## src/rtl/loop_sequencer_if.sv

```systemverilog
// Stream/command bundle between the loop sequencer and its controller and datapath.
// The master modport is the sequencer side: it takes commands and produces index beats.
interface loop_sequencer_if #(
    parameter int unsigned BW_O = 8,
    parameter int unsigned BW_I = 8
);
    logic            start;
    logic            abort;
    logic [BW_O-1:0] len_o;
    logic [BW_I-1:0] len_i;
    logic            ready;
    logic            valid;
    logic [BW_O-1:0] idx_o;
    logic [BW_I-1:0] idx_i;
    logic            first_i;
    logic            last_i;
    logic            last;
    logic            busy;
    logic            done;

    modport master (
        input  start, abort, len_o, len_i, ready,
        output valid, idx_o, idx_i, first_i, last_i, last, busy, done
    );

    modport slave (
        output start, abort, len_o, len_i, ready,
        input  valid, idx_o, idx_i, first_i, last_i, last, busy, done
    );
endinterface

```

## src/rtl/loop_sequencer.sv

```systemverilog
// Two-level (outer x inner) index generator with a valid/ready beat stream
// and a one-cycle done pulse after the final beat is accepted.
module loop_sequencer #(
    parameter int unsigned BW_O = 8,
    parameter int unsigned BW_I = 8
) (
    input logic              i_clk,
    input logic              i_rst_n,
    loop_sequencer_if.master bus
);
    typedef enum logic [1:0] {StIdle, StRun, StFin} state_t;

    state_t          r_state;
    logic [BW_O-1:0] r_len_o;
    logic [BW_I-1:0] r_len_i;
    logic [BW_O-1:0] r_idx_o;
    logic [BW_I-1:0] r_idx_i;
    logic            r_valid;
    logic            r_busy;
    logic            r_done;

    logic w_accept;
    logic w_last_i;
    logic w_last_o;

    // Lengths are nonzero whenever these matter, so len-1 cannot underflow.
    assign w_accept = r_valid && bus.ready;
    assign w_last_i = (r_idx_i == r_len_i - BW_I'(1));
    assign w_last_o = (r_idx_o == r_len_o - BW_O'(1));

    always_ff @(posedge i_clk or negedge i_rst_n) begin
        if (!i_rst_n) begin
            r_state <= StIdle;
            r_len_o <= '0;
            r_len_i <= '0;
            r_idx_o <= '0;
            r_idx_i <= '0;
            r_valid <= 1'b0;
            r_busy  <= 1'b0;
            r_done  <= 1'b0;
        end else begin
            r_done <= 1'b0;
            if (bus.abort) begin
                r_state <= StIdle;
                r_idx_o <= '0;
                r_idx_i <= '0;
                r_valid <= 1'b0;
                r_busy  <= 1'b0;
            end else begin
                unique case (r_state)
                    StIdle: begin
                        if (bus.start) begin
                            r_len_o <= bus.len_o;
                            r_len_i <= bus.len_i;
                            r_idx_o <= '0;
                            r_idx_i <= '0;
                            r_busy  <= 1'b1;
                            if (bus.len_o == '0 || bus.len_i == '0) begin
                                r_state <= StFin;
                                r_done  <= 1'b1;
                            end else begin
                                r_state <= StRun;
                                r_valid <= 1'b1;
                            end
                        end
                    end
                    StRun: begin
                        if (w_accept) begin
                            if (w_last_i && w_last_o) begin
                                // Final beat: indices keep their last values.
                                r_state <= StFin;
                                r_valid <= 1'b0;
                                r_done  <= 1'b1;
                            end else if (w_last_i) begin
                                r_idx_i <= '0;
                                r_idx_o <= r_idx_o + BW_O'(1);
                            end else begin
                                r_idx_i <= r_idx_i + BW_I'(1);
                            end
                        end
                    end
                    StFin: begin
                        r_state <= StIdle;
                        r_busy  <= 1'b0;
                    end
                    default: begin
                        r_state <= StIdle;
                        r_valid <= 1'b0;
                        r_busy  <= 1'b0;
                    end
                endcase
            end
        end
    end

    assign bus.valid   = r_valid;
    assign bus.idx_o   = r_idx_o;
    assign bus.idx_i   = r_idx_i;
    assign bus.busy    = r_busy;
    assign bus.done    = r_done;
    assign bus.first_i = r_valid && (r_idx_i == '0);
    assign bus.last_i  = r_valid && w_last_i;
    assign bus.last    = r_valid && w_last_i && w_last_o;
endmodule

```

## src/flat_wrapper.sv

```systemverilog
// flat-port wrapper written by rule: the top's interface ports become plain ports
module loop_sequencer_flat 
#(
    parameter int unsigned BW_O = 8,
    parameter int unsigned BW_I = 8
)
  (i_clk, i_rst_n, bus_start, bus_abort, bus_len_o, bus_len_i, bus_ready, bus_valid, bus_idx_o, bus_idx_i, bus_first_i, bus_last_i, bus_last, bus_busy, bus_done);
  loop_sequencer_if #(.BW_O(BW_O), .BW_I(BW_I)) bus_i ();
  input logic i_clk;
  input logic i_rst_n;
  input wire logic [$bits(bus_i.start)-1:0] bus_start;
  input wire logic [$bits(bus_i.abort)-1:0] bus_abort;
  input wire logic [$bits(bus_i.len_o)-1:0] bus_len_o;
  input wire logic [$bits(bus_i.len_i)-1:0] bus_len_i;
  input wire logic [$bits(bus_i.ready)-1:0] bus_ready;
  output wire logic [$bits(bus_i.valid)-1:0] bus_valid;
  output wire logic [$bits(bus_i.idx_o)-1:0] bus_idx_o;
  output wire logic [$bits(bus_i.idx_i)-1:0] bus_idx_i;
  output wire logic [$bits(bus_i.first_i)-1:0] bus_first_i;
  output wire logic [$bits(bus_i.last_i)-1:0] bus_last_i;
  output wire logic [$bits(bus_i.last)-1:0] bus_last;
  output wire logic [$bits(bus_i.busy)-1:0] bus_busy;
  output wire logic [$bits(bus_i.done)-1:0] bus_done;
  assign bus_i.start = bus_start;
  assign bus_i.abort = bus_abort;
  assign bus_i.len_o = bus_len_o;
  assign bus_i.len_i = bus_len_i;
  assign bus_i.ready = bus_ready;
  assign bus_valid = bus_i.valid;
  assign bus_idx_o = bus_i.idx_o;
  assign bus_idx_i = bus_i.idx_i;
  assign bus_first_i = bus_i.first_i;
  assign bus_last_i = bus_i.last_i;
  assign bus_last = bus_i.last;
  assign bus_busy = bus_i.busy;
  assign bus_done = bus_i.done;
  loop_sequencer #(.BW_O(BW_O), .BW_I(BW_I)) u_core (.i_clk(i_clk), .i_rst_n(i_rst_n), .bus(bus_i));
endmodule
```

## config.mk

```make
export PLATFORM = sky130hd
export DESIGN_NAME = loop_sequencer_flat
export DESIGN_NICKNAME = d
export VERILOG_FILES = /design/src/rtl/loop_sequencer_if.sv /design/src/rtl/loop_sequencer.sv /design/src/flat_wrapper.sv
export SDC_FILE = /design/constraint.sdc
export NUM_CORES = 1
export LEC_CHECK = 0
export BUFFER_PORTS_ARGS = -buffer_cell sky130_fd_sc_hd__buf_2
export CAP_MARGIN = 20
export CORE_MARGIN = 2
export CORE_UTILIZATION = 35
export CTS_CLUSTER_DIAMETER = 50
export CTS_CLUSTER_SIZE = 10
export DETAILED_ROUTE_END_ITERATION = 7
export SYNTH_ARGS = -nofsm -noshare
export SYNTH_HDL_FRONTEND = slang
export SYNTH_SLANG_ARGS = --single-unit
```

## constraint.sdc

```tcl
create_clock -name i_clk -period 6.03 [get_ports i_clk]
set_input_delay 1.809 -clock i_clk [delete_from_list [all_inputs] [get_ports i_clk]]
set_output_delay 1.809 -clock i_clk [all_outputs]
set_load 0.01 [all_outputs]
```

==> impl_results.md <==
- Worst hold path type: register to register
- Maximum capacitance violations: 0
- Hold Vio Cnt, Final: 0
- Detail-routed via count per cell: 5.594
- Synth async-reset ratio: 100.0%
- Leakage: 1.189 nW
- Critical R2R Capture: u_core.bus.idx_o[0]
- Fin. max-slew vios: 0
- CTS resizes: 0
- Drt first pass iters: 4
- Worst Path Required: 4.22 ns
- Post-DRT Antenna Nets: 0
- Status: finished clean
- Post-Syn Area per Cell: 9.738 µm²
- Die area: 7055 µm²
- HPWL after DPL: 3.955 mm
- Final setup viols: 0
- Post-Route Setup TNS: 0 ns
- Reg2reg path depth: 9
- Post-CTS Hold Fix Bufs: 0
- Yosys cell types: 50
- Count leader, synth: dfrtp_1
- CP max FO: 9
- Fin nets: 300
- H-tree depth: 2
- Largest net degree at the start of global routing: 38
- Routed WL: 5.336 mm
- RSZ-0062 raised after global routing: no
- # diodes: 0
- Layout area overhead: 17.26%
- Register area share after synthesis: 41.34%
- CTS tree: built
- Die Y-Extent: 84.00 µm
- Drt drc: 0
- Initial drt markers: 81
- GRT Total Usage: 16.13%
- Clk_skew: 0.005954 ns
- Crit path DAT: 2.68 ns
- CP startpoint: u_core.r_len_i[0]
- Crit share post-route: 74.39%
- Synth warn: 0
- Top_reg_cell synth: dfrtp_1
- Worst slew margin: 42.34%
- Vias in the first global route: 1872
- Syn nets: 256
- Core Util, Final: 41.84%
- Clock Path Buffers: 2
- Die Wd: 84.00 µm
- Root Buffer: clkbuf_8
- # Post-CTS Setup Buffers: 0
- Clock latency on the worst-skew pair: 0.29 ns
- Total chip power: 0.0006567 W
- Share of cells above drive strength 1: 25.45%
- CTS buffer count: 5
- First-pass GRT wire length: 9.073 mm
- Cell Area, Placed: 2525 µm²
- I/O pins: 43
- F_max: 222.9 MHz
- Non-filler cells, final: 352
- Overflow after GRT: 0
- Cells after synthesis: 230
- Number of synthesized flops with an enable pin: 0
- Core Rows: 29
- PortBufs: 42
- Core Area: 6277 µm²
- Reg clk slew, reported paths: 0.07 ns
- Post-route cell area: 2626 µm²
- Vias: 1969
- Min Tclk post-route: 4.486 ns
- Worst R2R Setup Slack: 2.77 ns
- RePlAce Congestion: 0.8248
- Peak supply drop: 172.8 µV
- Pwr dens: 250.0 nW/µm²
- Critical path launch point type: register
- Clock sink count: 37
- Synthesis-stage register bit count: 37
- Crit Path Category: register to primary output
- Setup crit end kind: primary output
- Fillers: 632
- Cells after DPL: 344
- Post-Syn Area: 2240 µm²
- Post-DR wirelength/cell: 15.16 µm
- Starting Density: 35.68%
- Critical R2R Launch: u_core.r_len_i[0]
- Antenna violations before repair: 0
- Slew @ Worst Pin: 0.8617 ns
- Setup crit end: bus_last
- Most area-consuming cells after synthesis: dfrtp_1, mux2_2, xor2_1
- Synth top area share: 41.34%
- Synth area leader: dfrtp_1
- Commonest cells in the netlist: dfrtp_1, nand2_1, inv_1
-- per-layer routing --
| metal | track usage [%] | vias up | part of all wire (%) |
|---|---|---|---|
| met4 | 4.985 | 0 | 1.3 |
| met3 | 3.462 | 7 | 4.8 |
| li1 | - | 952 | - |
| met2 | 26.55 | 54 | 48 |
| met5 | 0 | - | 0 |
| met1 | 21.25 | 956 | 46 |
-- final cells by class --
cell class | count | area (µm²) | area share [%]
timing repair buffer | 43 | 217.7 | 8.290
clock inverter | 1 | 5.005 | 0.1906
inverter | 14 | 52.55 | 2.001
sequential | 37 | 925.9 | 35.25
clock buffer | 7 | 96.34 | 3.668
multi-input combinational | 173 | 1232 | 46.93
tap | 77 | 96.34 | 3.668
-- cell usage in the layout (no fill, tap or decap), types with 7 or more instances in the layout --
cell / Yosys / layout
xor2_1: 10 / 10
nor3_1: 9 / 8
nor2_1: 7 / 7
nor4_1: 7 / 7
dfrtp_1: 37 / 37
mux2_2: 10 / 10
a21oi_1: 9 / 9
clkbuf_8: 0 / 7
buf_2: 0 / 42
o21ai_0: 9 / 9
inv_1: 14 / 14
nand3_1: 12 / 12
nand2_1: 18 / 18
xnor2_1: 9 / 9
-- how the worst min path moves through the flow --
stage	start	end	slack, ns	cells past startpoint
floorplan	u_core.r_len_i[7]	u_core.r_len_i[7]	0.50	1
global placement	u_core.bus.busy	u_core.bus.busy	0.46	1
detailed placement	u_core.bus.busy	u_core.bus.busy	0.47	1
CTS	u_core.bus.busy	u_core.bus.busy	0.49	1
global route	u_core.bus.busy	u_core.bus.busy	0.52	1
finish	u_core.bus.busy	u_core.bus.busy	0.48	1
-- per-stage QoR --
step / setup slack, ns / hold slack [ns]
detailed placement: 1.859 / 0.4674
global route: 1.356 / 0.5159
CTS: 1.554 / 0.4861
floorplan: 2.161 / 0.5008
finish: 1.544 / 0.4800
global placement: 1.924 / 0.4583
-- cells by family (layout without fill, tap and decap cells) --
group | count (synthesis) | in the layout | synth area share (%)
DFF | 37 | 37 | 41.34
muxes | 13 | 13 | 6.480
adders and majority gates | 5 | 5 | 2.793
AOI/OAI and AO/OA | 51 | 51 | 17.04
buffers and inverters | 20 | 65 | 3.855
and+or+nand+nor | 85 | 85 | 21.06
xor gates and xnor gates | 19 | 19 | 7.430
-- state kept, by name, summed over array words and instances (netlist names) --
register	flops
u_core.bus.busy	1
u_core.bus.idx_i	8
u_core.bus.idx_o	8
u_core.bus.valid	1
u_core.r_len_o	8
u_core.r_state	2
u_core.bus.done	1
u_core.r_len_i	8
-- power by group --
group          leakage [nW]  switching [W]  total [W]  internal [W]
logic                 0.655      0.0000813   0.000155     0.0000733
clock network        0.0542      0.0000899   0.000193      0.000103
registers             0.480      0.0000337   0.000309      0.000275
-- critical path, stage by stage (launching register included) --
cell       delay [ns]
dfrtp_1          0.42
inv_1            0.10
ha_1             0.18
or3b_1           0.39
nor4_1           0.24
o2111ai_2        0.16
a311oi_4         0.49
and3_1           0.27
buf_2            0.14
(Power assumes the default switching activity.)
